`src/rtl/bsearch_init.sv`:
```
// Binary-search probe generator for an external magnitude comparator.
// Optional WAIT timeout is compiled in with `define BSEARCH_TIMEOUT_EN.
module bsearch_init #(
  parameter int WIDTH   = 8,
  parameter int TIMEOUT = 15
) (
  input  logic             clk,
  input  logic             rst,
  input  logic             start,
  output logic [WIDTH-1:0] guess,
  output logic             guess_valid,
  input  logic [1:0]       cmp_code,
  input  logic             cmp_valid,
  output logic             busy,
  output logic             done,
  output logic             err,
  output logic [WIDTH-1:0] found,
  output logic [4:0]       steps
);

  typedef enum logic [1:0] {
    IDLE,
    ISSUE,
    WAIT,
    DONE
  } state_t;

  localparam logic [WIDTH-1:0] ONE = 1;

  state_t           state;
  state_t           nstate;
  logic [WIDTH-1:0] lo;
  logic [WIDTH-1:0] hi;
  logic [WIDTH-1:0] nlo;
  logic [WIDTH-1:0] nhi;
  logic [WIDTH:0]   sum;
  logic [WIDTH-1:0] mid;
  logic             hit;
  logic             fail;
  logic             tmo;

`ifdef BSEARCH_TIMEOUT_EN
  localparam int TW = $clog2(TIMEOUT + 1);
  logic [TW-1:0] tcnt;

  always_ff @(posedge clk) begin
    if (rst) begin
      tcnt <= '0;
    end else if (state == ISSUE) begin
      tcnt <= '0;
    end else if (state == WAIT && !cmp_valid) begin
      tcnt <= tcnt + TW'(1);
    end
  end

  // A response in the expiring cycle wins over the timeout.
  assign tmo = (state == WAIT) && !cmp_valid &&
               (tcnt == TW'(TIMEOUT - 1));
`else
  assign tmo = 1'b0 & (TIMEOUT != 0);
`endif

  always_ff @(posedge clk) begin
    if (rst) begin
      state <= IDLE;
    end else begin
      state <= nstate;
    end
  end

  always_comb begin
    nstate = state;
    nlo    = lo;
    nhi    = hi;
    hit    = 1'b0;
    fail   = 1'b0;
    unique case (state)
      IDLE: begin
        if (start) begin
          nstate = ISSUE;
          nlo    = '0;
          nhi    = '1;
        end
      end
      ISSUE: nstate = WAIT;
      WAIT: begin
        if (cmp_valid) begin
          unique case (cmp_code)
            2'd0: begin
              hit    = 1'b1;
              nstate = DONE;
            end
            2'd2: begin
              if (guess == lo) begin
                fail = 1'b1;
              end else begin
                nhi    = guess - ONE;
                nstate = ISSUE;
              end
            end
            2'd1: begin
              if (guess == hi) begin
                fail = 1'b1;
              end else begin
                nlo    = guess + ONE;
                nstate = ISSUE;
              end
            end
            default: fail = 1'b1;
          endcase
        end else if (tmo) begin
          fail = 1'b1;
        end
        if (fail) begin
          nstate = DONE;
        end
      end
      DONE: nstate = IDLE;
      default: nstate = IDLE;
    endcase
  end

  // Midpoint of the bounds about to take effect, one bit wider.
  assign sum = {1'b0, nlo} + {1'b0, nhi};
  assign mid = WIDTH'(sum >> 1);

  always_comb begin
    guess_valid = (state == ISSUE);
    busy        = (state == ISSUE) || (state == WAIT);
    done        = (state == DONE);
  end

  always_ff @(posedge clk) begin
    if (rst) begin
      lo    <= '0;
      hi    <= '1;
      guess <= '0;
      found <= '0;
      err   <= 1'b0;
      steps <= '0;
    end else begin
      lo <= nlo;
      hi <= nhi;
      if (nstate == ISSUE) begin
        guess <= mid;
      end
      if (state == IDLE && start) begin
        found <= '0;
        err   <= 1'b0;
        steps <= '0;
      end
      if (state == ISSUE) begin
        steps <= steps + 5'd1;
      end
      if (hit) begin
        found <= guess;
      end
      if (fail) begin
        err   <= 1'b1;
        found <= '0;
      end
    end
  end

endmodule

```
`config.mk`:
```
export PLATFORM = sky130hd
export DESIGN_NAME = bsearch_init
export DESIGN_NICKNAME = d
export VERILOG_FILES = /design/src/rtl/bsearch_init.sv
export SDC_FILE = /design/constraint.sdc
export NUM_CORES = 1
export LEC_CHECK = 0
export CAP_MARGIN = 10
export CORE_ASPECT_RATIO = 1.4
export CORE_MARGIN = 4
export CORE_UTILIZATION = 45
export CTS_CLUSTER_DIAMETER = 200
export DETAILED_ROUTE_END_ITERATION = 10
export PLACE_DENSITY_LB_ADDON = 0.2
export SYNTH_ARGS = -nofsm -noshare
export SYNTH_HDL_FRONTEND = slang
export SYNTH_SLANG_ARGS = --single-unit
export TNS_END_PERCENT = 30
```
`constraint.sdc`:
```
create_clock -name clk -period 3.5 [get_ports clk]
set_input_delay 0.525 -clock clk [delete_from_list [all_inputs] [get_ports clk]]
set_output_delay 0.525 -clock clk [all_outputs]
set_load 0.03 [all_outputs]
```
==> results of run 1 <==
[sequential cells by signal, indices dropped and copies added, names as in the netlist]
register,cells
lo,8
guess,8
state,2
err,1
found,8
steps,5
hi,8
[worst max-delay path, stage by stage (launching register included)]
cell and delay, ns:
dfxtp_1 0.50, xnor2_1 0.18, nand4_2 0.14, o211a_1 0.30, buf_4 0.16, nor2_1 0.08, o21ai_1 0.14, fa_1 0.46
a21o_1 0.17, a21oi_1 0.22, o21bai_1 0.09, a21oi_1 0.22, nor2b_1 0.07, o21a_1 0.16, nor3_1 0.13, nor3_1 0.07
[power by group through the flow]
stage | registers, W | clock network [W] | logic, W
after floorplan | 0.000605 | 0 | 0.000544
after global placement | 0.000577 | 0 | 0.000828
after detailed placement | 0.000579 | 0 | 0.000834
after CTS | 0.000568 | 0.000290 | 0.000838
after global routing | 0.000578 | 0.000305 | 0.000903
final | 0.000571 | 0.000281 | 0.000833
[cell type report]
type / instances / area share
clock buffer: 5 / 0.0216
tap: 68 / 0.0267
timing repair buffer: 61 / 0.167
inverter: 8 / 0.00942
multi-input combinational: 257 / 0.523
sequential: 40 / 0.252
[cells by family (layout without fill, tap and decap cells)]
logic type | count (synthesis) | count (layout) | share of synthesized area
fa+ha+maj | 15 | 15 | 0.0751
buf+inv | 28 | 74 | 0.0525
mux | 7 | 7 | 0.0270
flops | 40 | 40 | 0.308
xor+xnor | 32 | 32 | 0.108
compound gates | 72 | 72 | 0.186
simple gates | 131 | 131 | 0.243
[worst max-delay path by stage]
stage	cells after the start	slack [ns]	startpoint	endpoint
global placement	15	-0.007	cmp_valid	guess[7]
global route	17	0.03	state[0]	guess[6]
floorplan	15	0.23	guess[3]	guess[7]
finish	15	0.26	guess[5]	guess[7]
CTS	14	0.15	guess[3]	guess[7]
detailed placement	15	-0.06	cmp_code[0]	guess[7]
[layout by cell type (no fill, tap or decap), types with 3 or more instances in the layout]
cell,Yosys,routed
nand2_1,46,46
dfxtp_1,40,38
buf_4,6,31
clkdlybuf4s50_1,0,30
xnor2_1,25,25
o21ai_0,26,25
nor2_1,24,24
nand3_1,16,16
a21oi_1,16,16
ha_1,14,13
nor2b_1,12,12
inv_1,8,8
mux2i_1,7,7
xor2_1,7,7
or2_2,7,7
nor3_1,5,5
clkbuf_8,0,5
nand4_1,4,4
nand2b_1,4,4
o21a_1,3,3
a22o_1,3,3
o31ai_1,3,3
a41oi_1,3,3
[per-stage QoR]
stage          setup TNS [ns]  instances  total power (W)  utilization  area [sq um]
3_5_place_dp          -0.0649        434          0.00141        0.559          3110
5_1_grt                     0        439          0.00179        0.573          3190
3_3_place_gp         -0.00747        434          0.00141        0.559          3110
4_1_cts                     0        439          0.00170        0.571          3180
6_report                    0        439          0.00169        0.573          3190
2_1_floorplan               0        325          0.00115            -          2600
[per-layer routing]
| layer | vias to the layer above | GRT usage | routed length, um |
|---|---|---|---|
| met5 | - | 0 | 0 |
| met4 | 0 | 0.0724 | 114 |
| met3 | 12 | 0.0371 | 301 |
| met2 | 55 | 0.345 | 3560 |
| met1 | 1135 | 0.213 | 2740 |
| li1 | 1212 | - | - |
[timing repair]
item | CTS | global route
hold buffers | 0 | 0
setup endpoints to repair | 0 | 2
gates resized for setup | 0 | 5
==> flow_metrics.tcl, run 1 <==
set metrics [dict create \
    post-route-min-period_ns 3.24 \
    r2r_cells 15 \
    antenna_found_initial 0 \
    post-place-ws_ns -0.0584 \
    hold_start "err" \
    grt_pass1_wl_um 10700 \
    holdPathStages 2 \
    clockBufferDepth 2 \
    hold_path.class "flip-flop to flip-flop" \
    synth_commonest_cells "nand2_1 (46), dfxtp_1 (40), o21ai_0 (26), xnor2_1 (25), nor2_1 (24)" \
    syn-num-nets 346 \
    dp_hpwl_um 5360 \
    outcome "completed" \
    syn-cell-area_sq_mm 0.00260 \
    endpoint_kind "flip-flop" \
    root_buffer "clkbuf_8" \
    grtUsageTotal 0.191 \
    diodes 0 \
    postCtsSetupRepairBufs 0 \
    hold_violations 0 \
    worstHoldEndpoint "err" \
    cts_sinks 40 \
    yosys.area.top_type "dfxtp_1" \
    post_drt_wl_per_cell_um 15.3 \
    vias 2414 \
    gp_congestion 0.925 \
    grt_max_degree 21 \
    rsz0062_at_grt "false" \
    regToRegStartpoint "guess[5]" \
    synth_edf_count 0 \
    clkPwrFrac 0.167 \
    first_iter_violations 82 \
    p_leak_nw 1.21 \
    synthDistinctLibCells 50 \
    cts-buffers-inserted 5 \
    cellPowerDensity_mw_per_mm2 529 \
    synth_top_area_frac 0.308 \
    core_region_area_sq_mm 0.00557 \
    fmax_mhz 309 \
    initial_core_util 0.467 \
    worstMarginPinSlew_ns 0.626 \
    fp.dieW_um 72.2 \
    fin_ws_ns 0.262 \
    cts.clk_slew.worst_paths_ns 0.07 \
    die_h_um 97.9 \
    synth_ff_type "dfxtp_1" \
    clock_skew_ns 0.00806 \
    seqPwrFrac 0.339 \
    cts_tree "built" \
    place.port_buffers 30 \
    die_area_sq_mm 0.00707 \
    synth.most_common_cell "nand2_1" \
    pin_count 31 \
    detail-route-antenna-nets 0 \
    drive_above_1_share 0.140 \
    ys_ff_latch 40 \
    drv_slew 0 \
    cp_data_arrival_time_ns 3.39 \
    finalSetupViolations 0 \
    startpoint_type "flip-flop" \
    power.switching_w 0.000688 \
    avgSynthCellArea_sq_um 8.00 \
    multi_input_area_sq_mm 0.00167 \
    finalWirelength_um 6720 \
    fill_cells 528 \
    clk_latency_ns 0.29 \
    synthTopCellsByArea "dfxtp_1 (31%), xnor2_1 (8.4%), ha_1 (6.7%), nand2_1 (6.6%), o21ai_0 (5.0%)" \
    avgViaCountPerCell 5.50 \
    fin_crit_sh 0.925 \
    whs_ns 0.459 \
    gr-total-overflow 0 \
    worstPathMaxFanout 6 \
    swShare 0.408 \
    ys_seq_area_frac 0.308 \
    peakVddDrop_mv 0.227 \
    slew-limit-headroom 0.582 \
    p_int_w 0.000997 \
    dr.pass1.iters 4 \
    ys_warn_count 0 \
    nNetsFinal 394 \
    htreeDepth 2 \
    synthCells 325 \
    drcViolationCount 0 \
    rows 32 \
    required_ns 3.65 \
    syn_to_final_growth_pct 22.7 \
    max-cap-violations 0 \
    path_class "flip-flop to flip-flop" \
    r2r_slack_ns 0.26 \
    seq_area_sq_um 803 \
    combPwrFrac 0.494 \
    first_global_vias 2276 \
    async_flop_share 0 \
    rr_endpoint "guess[7]" \
]
(Power assumes the default switching activity.)
==> inputs of run 2 (changes only) <==
--- a/config.mk
+++ b/config.mk
@@ -12,6 +12,7 @@
 export CTS_CLUSTER_DIAMETER = 200
 export DETAILED_ROUTE_END_ITERATION = 10
 export PLACE_DENSITY_LB_ADDON = 0.2
+export SLEW_MARGIN = 20
 export SYNTH_ARGS = -nofsm -noshare
 export SYNTH_HDL_FRONTEND = slang
 export SYNTH_SLANG_ARGS = --single-unit
==> results of run 2 <==
Same layout as run 1: the final DEF is identical, and so are final timing and power.
